==> config.mk <==
export PLATFORM = sky130hd
export DESIGN_NAME = if_fetch_ctrl
export DESIGN_NICKNAME = d
export VERILOG_FILES = /design/src/rtl/if_fetch_ctrl.sv
export SDC_FILE = /design/constraint.sdc
export NUM_CORES = 1
export LEC_CHECK = 0
export CORE_ASPECT_RATIO = 1.2
export CORE_MARGIN = 1
export CORE_UTILIZATION = 50
export CTS_BUF_LIST = sky130_fd_sc_hd__clkbuf_8
export CTS_CLUSTER_SIZE = 30
export DETAILED_ROUTE_END_ITERATION = 10
export PLACE_DENSITY = 0.84
export RECOVER_POWER = 25
export SYNTH_ARGS = -nofsm -noshare
export SYNTH_HDL_FRONTEND = slang
export SYNTH_SLANG_ARGS = --single-unit
==> constraint.sdc <==
create_clock -name clk -period 5.1 [get_ports clk]
set_clock_uncertainty 0.2 [all_clocks]
set_input_delay 0.765 -clock clk [delete_from_list [all_inputs] [get_ports clk]]
set_output_delay 0.765 -clock clk [all_outputs]
set_load 0.02 [all_outputs]
==> src/rtl/if_fetch_ctrl.sv <==
// ============================================================================
// if_fetch_ctrl : instruction-fetch sequencer with prefetch FIFO for decode.
// Optional perf counters when IF_FETCH_PERF_CNT_EN is defined.
// Revision: 1.0
// ============================================================================
`default_nettype none

module if_fetch_ctrl #(
  parameter logic [31:0] RESET_PC  = 32'h0000_0000,
  parameter int          BUF_DEPTH = 2
) (
  input  logic        clk,
  input  logic        rst_n,
  input  logic        fetch_en,
  input  logic        redirect_valid,
  input  logic [31:0] redirect_pc,
  output logic [31:0] imem_addr,
  input  logic [31:0] imem_rdata,
  output logic        out_valid,
  input  logic        out_ready,
  output logic [31:0] out_instr,
  output logic [31:0] out_pc,
`ifdef IF_FETCH_PERF_CNT_EN
  output logic [31:0] perf_fetched,
  output logic [31:0] perf_stall,
`endif
  output logic [1:0]  state
);

  localparam int PTR_W = (BUF_DEPTH > 1) ? $clog2(BUF_DEPTH) : 1;
  localparam int CNT_W = PTR_W + 1;
  localparam logic [CNT_W-1:0] DEPTH_C = CNT_W'(BUF_DEPTH);

  typedef enum logic [1:0] {
    ST_IDLE  = 2'b00,
    ST_RUN   = 2'b01,
    ST_STALL = 2'b10
  } state_t;

  state_t           state_q, state_d;
  logic [31:0]      fetch_pc_q, fetch_pc_d;
  logic [CNT_W-1:0] count_q, count_d;
  logic [PTR_W-1:0] wr_ptr_q, wr_ptr_d;
  logic [PTR_W-1:0] rd_ptr_q, rd_ptr_d;
  logic [31:0]      last_instr_q, last_instr_d;
  logic [31:0]      last_pc_q, last_pc_d;
  logic [31:0]      buf_instr_q [BUF_DEPTH];
  logic [31:0]      buf_instr_d [BUF_DEPTH];
  logic [31:0]      buf_pc_q    [BUF_DEPTH];
  logic [31:0]      buf_pc_d    [BUF_DEPTH];

  logic pop;
  logic push;
  logic stall_full;
  logic unused_redirect_lsbs;

  assign unused_redirect_lsbs = ^redirect_pc[1:0];

  assign out_valid  = (count_q != '0);
  assign pop        = out_valid & out_ready;
  assign push       = fetch_en & ~redirect_valid & ((count_q < DEPTH_C) | pop);
  assign stall_full = fetch_en & ~redirect_valid & ~push;

  assign imem_addr = fetch_pc_q;
  assign state     = state_q;
  // Empty FIFO shows the last entry handed to decode rather than stale storage.
  assign out_instr = out_valid ? buf_instr_q[rd_ptr_q] : last_instr_q;
  assign out_pc    = out_valid ? buf_pc_q[rd_ptr_q]    : last_pc_q;

  always_comb begin
    fetch_pc_d   = fetch_pc_q;
    count_d      = count_q;
    wr_ptr_d     = wr_ptr_q;
    rd_ptr_d     = rd_ptr_q;
    last_instr_d = last_instr_q;
    last_pc_d    = last_pc_q;
    buf_instr_d  = buf_instr_q;
    buf_pc_d     = buf_pc_q;
    state_d      = state_q;

    if (pop) begin
      last_instr_d = buf_instr_q[rd_ptr_q];
      last_pc_d    = buf_pc_q[rd_ptr_q];
    end

    if (redirect_valid) begin
      count_d    = '0;
      wr_ptr_d   = '0;
      rd_ptr_d   = '0;
      fetch_pc_d = {redirect_pc[31:2], 2'b00};
    end else begin
      if (push) begin
        buf_instr_d[wr_ptr_q] = imem_rdata;
        buf_pc_d[wr_ptr_q]    = fetch_pc_q;
        wr_ptr_d              = wr_ptr_q + PTR_W'(1);
        fetch_pc_d            = fetch_pc_q + 32'd4;
      end
      if (pop) begin
        rd_ptr_d = rd_ptr_q + PTR_W'(1);
      end
      count_d = count_q + CNT_W'(push) - CNT_W'(pop);
    end

    if (!fetch_en) begin
      state_d = ST_IDLE;
    end else if (push) begin
      state_d = ST_RUN;
    end else begin
      state_d = ST_STALL;
    end
  end

  always_ff @(posedge clk or negedge rst_n) begin
    if (!rst_n) begin
      state_q      <= ST_IDLE;
      fetch_pc_q   <= RESET_PC;
      count_q      <= '0;
      wr_ptr_q     <= '0;
      rd_ptr_q     <= '0;
      last_instr_q <= '0;
      last_pc_q    <= '0;
    end else begin
      state_q      <= state_d;
      fetch_pc_q   <= fetch_pc_d;
      count_q      <= count_d;
      wr_ptr_q     <= wr_ptr_d;
      rd_ptr_q     <= rd_ptr_d;
      last_instr_q <= last_instr_d;
      last_pc_q    <= last_pc_d;
    end
  end

  // Storage is only read while count_q != 0, so it needs no reset.
  always_ff @(posedge clk) begin
    buf_instr_q <= buf_instr_d;
    buf_pc_q    <= buf_pc_d;
  end

`ifdef IF_FETCH_PERF_CNT_EN
  logic [31:0] perf_fetched_q, perf_fetched_d;
  logic [31:0] perf_stall_q, perf_stall_d;

  always_comb begin
    perf_fetched_d = perf_fetched_q + (push ? 32'd1 : 32'd0);
    perf_stall_d   = perf_stall_q + (stall_full ? 32'd1 : 32'd0);
  end

  always_ff @(posedge clk or negedge rst_n) begin
    if (!rst_n) begin
      perf_fetched_q <= '0;
      perf_stall_q   <= '0;
    end else begin
      perf_fetched_q <= perf_fetched_d;
      perf_stall_q   <= perf_stall_d;
    end
  end

  assign perf_fetched = perf_fetched_q;
  assign perf_stall   = perf_stall_q;
`else
  logic unused_stall_full;
  assign unused_stall_full = stall_full;
`endif

endmodule

`default_nettype wire

==> results.cfg, run 1 <==
[outcome]
outcome = finished, violations left
failed_checks = max-capacitance violations, max-slew violations

[floorplan]
initial_core_util_pct = 51.0
die_w_um = 126
die_h_um = 151
rows = 54
die_area_mm2 = 0.0191
core_mm2 = 0.0182
ioPinCount = 168

[route]
wl_mm = 19.2
dr.pass1.iters = 5
drt_iter0_drc = 280
ant_nets = 0
viasPerCell = 5.30
via_count = 6221
drcViolationCount = 0
wl_per_cell_um = 16.3

[logic_synthesis]
netlist.area_leader.share_pct = 40.2
syn_inst = 763
ys_seq_elements = 222
avgSynthCellArea_um2 = 12.1
synthTopCellsByCount = 124 x edfxtp_1, 106 x nand2_1, 98 x dfrtp_1
synth_top_flop_cell = edfxtp_1
synth_most_common_cell = edfxtp_1
synth-edff-count = 124
yosysWarnings = 0
ys_types = 42
syn-cell-area_mm2 = 0.00926
yosysTopAreaCell = edfxtp_1
synth-seq-area-share_pct = 66.7
async_flop_share_pct = 44.1
synth.area.top_cells = edfxtp_1 40%, dfrtp_1 26%, mux2i_1 6.8%, nand2_1 4.3%, o21ai_0 4.2%

[worst_setup_path]
cp_cell_sequence = or2_4, buf_4, nor2_1, a21oi_1, clkdlybuf4s50_1
crit_path_start_kind = register
worstSetupPathType = register to primary output
ff2ff_path_depth = 6
max_stage_delay_ns = 0.74
crit_slowest_cell = or2_4
reg2reg_from = count_q[1]
cp_max_fo = 85
required_ns = 4.14
crit_end = out_instr[0]
rrSetupSlack_ns = 2.35
startpoint = count_q[1]
worstPathArrival_ns = 3.11
reg2reg_to = buf_instr_q[33]
cp-end-kind = primary output

[global_route]
first_global_vias = 6086
grt_usage_pct = 20.5
antenna_found_initial = 1
grt_overflow = 0
grt_max_degree = 125
grt_pass1_wl_mm = 30.1

[place]
routabilityCongestion = 0.781
pre_cts_slack_ns = 1.34
portBuffers = 161
dpl.hpwl_mm = 12.2

[cts]
tritoncts = yes
clock_path_buffers = 3
ctsHoldBuffers = 0
h-tree-depth = 2
post_cts_buffers = 0
clk_pin_slew_ns = 0.06
clock_latency_ns = 0.51
clock-sinks = 222
post_cts_resized = 0
root_buffer = clkbuf_8
numCtsBuffers = 35

[pwr]
power_frac_comb_pct = 38.4
p_switching_w = 0.00227
max-vdd-ir-drop_mv = 0.297
sw_frac_of_total_pct = 36.1
finalPower_w = 0.00628
seqPwrFrac_pct = 40.6
clock_power_share_pct = 21.0
cellPowerDensity_mw_per_mm2 = 539
leakagePower_nw = 4.43
p_int_w = 0.00401

[timing]
hold_ws_ns = 0.280
min_period_ns = 4.08
worstMarginPinSlew_ns = 1.91
rsz0062_at_grt = false
finalSetupTns_ns = 0
clock.fmax_mhz = 245
period_share_pct = 79.9
hold_violations = 0
slew-limit-headroom_pct = -27.7
setup_viol = 0
slew_viol_final = 71
setup_ws_ns = 1.02

[finish]
nNetsFinal = 997
drive_above_1_share_pct = 8.22
area_delta_synth_final_pct = 25.8

[hold_path]
min_path_type = register to register

[run]
maxCapViolCount = 1
critical path: cells and delay by family, from the launching register on:
family / cells / cell delay, ns
AND/OR/NAND/NOR: 2 / 0.82
AO/OA/AOI/OAI: 1 / 0.18
buffers and inverters: 2 / 1.16
flip-flops: 1 / 0.38
sequential cells by signal (all words and copies together) (netlist names):
name,count
buf_instr_q,64
buf_pc_q,60
last_instr_q,32
imem_addr,30
last_pc_q,30
count_q,2
state,2
rd_ptr_q,1
wr_ptr_q,1
per-stage QoR:
step	cells	cell area (µm²)	utilization [%]
3_3_place_gp	1112	11000	60.7
6_report	1174	11700	64.1
4_1_cts	1173	11700	64.1
5_1_grt	1174	11700	64.1
2_1_floorplan	766	9270	-
3_5_place_dp	1112	11000	60.7
cell usage in the layout (no fill, tap or decap), types with 2 or more instances in the layout:
cell type and n:
nand4_2 2, inv_1 19, nand3_2 4, clkdlybuf4s50_1 127, clkbuf_8 37, dlygate4sd3_1 32, nor3_1 8, xor2_1 7
nand2b_1 2, clkinv_1 3, clkinv_2 6, nor4_2 3, conb_1 4, nand4_1 7, ha_1 3, o21ai_1 13
and2_2 3, xnor2_1 25, nand3_1 5, nor2_1 72, buf_4 6, buf_12 2, edfxtp_1 124, nor2b_1 2
a21oi_1 63, o21ai_0 77, and3_1 4, nand2_1 105, or4_4 2, mux2i_1 63, dfrtp_1 97, nor4_1 6
final cells by class:
cell class                 count  area, µm²
clock inverter                24        101
tap                          224        280
antenna                        1       2.50
fill                        1378       6520
clock buffer                  37        509
inverter                       5       18.8
multi-input combinational    492       2870
sequential                   222       6180
timing repair buffer         169       1690
cells by family (layout without fill, tap and decap cells):
group / count (synthesis) / after routing / share of synthesized area (%)
muxes: 64 / 64 / 6.93
adders and majority gates: 3 / 3 / 0.405
other: 1 / 5 / 0.0405
AOI/OAI and AO/OA: 154 / 154 / 8.36
xor gates and xnor gates: 32 / 32 / 3.03
buffers and inverters: 52 / 235 / 2.61
and+or+nand+nor: 235 / 235 / 11.9
DFF: 222 / 222 / 66.7
power by group through the flow:
stage	logic [W]	registers [W]	clock network (W)
global route	0.00261	0.00260	0.00143
detailed placement	0.00243	0.00258	0
CTS	0.00244	0.00255	0.00136
floorplan	0.00146	0.00246	0
global placement	0.00238	0.00256	0
finish	0.00241	0.00255	0.00132
how the worst min path moves through the flow:
stage                     startpoint                to  slack, ns  depth (start not counted)
finish              last_instr_q[27]  last_instr_q[27]       0.28                          2
detailed placement     last_pc_q[23]     last_pc_q[23]       0.27                          2
floorplan            last_instr_q[0]   last_instr_q[0]       0.25                          2
global route           last_pc_q[21]     last_pc_q[21]       0.30                          2
global placement    last_instr_q[20]  last_instr_q[20]       0.26                          2
CTS                            rst_n     imem_addr[28]       0.23                          1
layer usage:
| metal | share of wire, % | global-route usage (%) | vias up | wire length (µm) |
|---|---|---|---|---|
| li1 | - | - | 3023 | - |
| met1 | 41 | 24.6 | 2970 | 7910 |
| met2 | 51 | 35.7 | 183 | 9700 |
| met3 | 4.4 | 3.67 | 45 | 846 |
| met4 | 3.8 | 10.1 | 0 | 725 |
| met5 | 0 | 0 | - | 0 |
Note: power is estimated with default switching activity, not from simulation.
==> run 2, diff against run 1 <==
Clock period 5.1 ns to 4.2 ns, I/O delays scaled along.
==> results.cfg, run 2 (synthesis gave the netlist of run 1 again) <==
[timing]
setup_ws_ns = 0.520
slew-limit-headroom_pct = -13.1
hold_ws_ns = 0.217
hold_violations = 0
period_share_pct = 87.6
slew_viol_final = 64
min_period_ns = 3.68
worstMarginPinSlew_ns = 1.70
finalSetupTns_ns = 0
clock.fmax_mhz = 272
setup_viol = 0
rsz0062_at_grt = false

[worst_setup_path]
cp-end-kind = primary output
worstPathArrival_ns = 2.85
cp_max_fo = 74
crit_path_start_kind = register
required_ns = 3.37
worstSetupPathType = register to primary output

[finish]
largest_register_ff_count = 64
reg_top3 = buf_instr_q x64, buf_pc_q x60, last_instr_q x32
final.fill_count = 1348
nNetsFinal = 1002
final-seq-area_mm2 = 0.00618
mostFrequentLayoutCell = clkdlybuf4s50_1
area_delta_synth_final_pct = 26.8
regMostFlops = buf_instr_q
layout_common_cells = 127 x clkdlybuf4s50_1, 124 x edfxtp_1, 105 x nand2_1
multi_input_area_mm2 = 0.00287
drive_above_1_share_pct = 8.56

[outcome]
failed_checks = max-capacitance violations, max-slew violations
outcome = finished, violations left

[route]
viasPerCell = 5.30
drt_iter0_drc = 285
wl_mm = 19.6
drcViolationCount = 0
dr.pass1.iters = 4
via_count = 6271
ant_nets = 0
wl_per_cell_um = 16.6

[global_route]
first_global_vias = 6265
grt_overflow = 0
grt_pass1_wl_mm = 31.4
grt_usage_pct = 21.2
grt_max_degree = 125
antenna_found_initial = 1

[cts]
clock_path_buffers = 3
clk_pin_slew_ns = 0.05
tritoncts = yes
post_cts_resized = 0
clock-sinks = 222
h-tree-depth = 2
numCtsBuffers = 37
clock_latency_ns = 0.51
root_buffer = clkbuf_8
post_cts_buffers = 0
ctsHoldBuffers = 0

[pwr]
finalPower_w = 0.00779
cellPowerDensity_mw_per_mm2 = 664
max-vdd-ir-drop_mv = 0.310
leakagePower_nw = 4.49

[floorplan]
rows = 54
die_w_um = 126
initial_core_util_pct = 51.0
core_mm2 = 0.0182
ioPinCount = 168
die_area_mm2 = 0.0191
die_h_um = 151

[hold_path]
min_path_type = input port to register

[place]
dpl.hpwl_mm = 12.7
routabilityCongestion = 0.804
portBuffers = 161
pre_cts_slack_ns = 0.727

[run]
maxCapViolCount = 1
[run 2: metal layers]
metal / vias to the layer above / track usage, % / routed length (µm)
li1: 3031 / - / -
met1: 3015 / 24.9 / 7960
met2: 180 / 38.8 / 10400
met3: 45 / 3.50 / 779
met4: 0 / 8.43 / 547
met5: - / 0 / 0
[run 2: power breakdown]
group / internal [W] / switching [W] / total (W)
Clock: 0.000931 / 0.000807 / 0.00174
Combinational: 0.00132 / 0.00175 / 0.00308
Sequential: 0.00274 / 0.000238 / 0.00298
Total: 0.00500 / 0.00280 / 0.00779
[run 2: critical path, cell delays in order, from the launching register on]
cell and delay (ns):
dfrtp_1 0.40, or2_4 0.67, buf_12 0.32, nor2_1 0.08
a21oi_1 0.17, clkdlybuf4s50_1 0.64
[run 2: final timing paths]
kind                       slack [ns]  cells past startpoint      startpoint          endpoint
max                              0.52                      5      count_q[1]     out_instr[26]
min                              0.22                      2  redirect_valid          state[0]
max reg2reg                      1.55                      4      count_q[1]   last_instr_q[3]
min reg2reg                      0.28                      2   last_pc_q[16]     last_pc_q[16]
max in group asynchronous        2.20                      1           rst_n          rd_ptr_q
min in group asynchronous        0.36                      1           rst_n  last_instr_q[23]
[run 2: layout make-up]
type	count	share of cell area [%]
antenna	1	0.0213
clock buffer	43	5.04
clock inverter	24	0.821
inverter	5	0.160
multi-input combinational	492	24.5
sequential	222	52.6
tap	224	2.39
timing repair buffer	172	14.5
[run 2: stage by stage]
stage / instance area, µm² / utilization, % / cells
finish: 11700 / 64.6 / 1183
CTS: 11700 / 64.6 / 1182
floorplan: 9270 / - / 766
detailed placement: 11100 / 60.8 / 1115
global route: 11700 / 64.6 / 1183
global placement: 11100 / 60.8 / 1115
==> run 3, diff against run 2 <==
Settings changed: CAP_MARGIN set to 15.
==> results of run 3 <==
No change in the layout: final DEF, timing and power equal those of run 2.
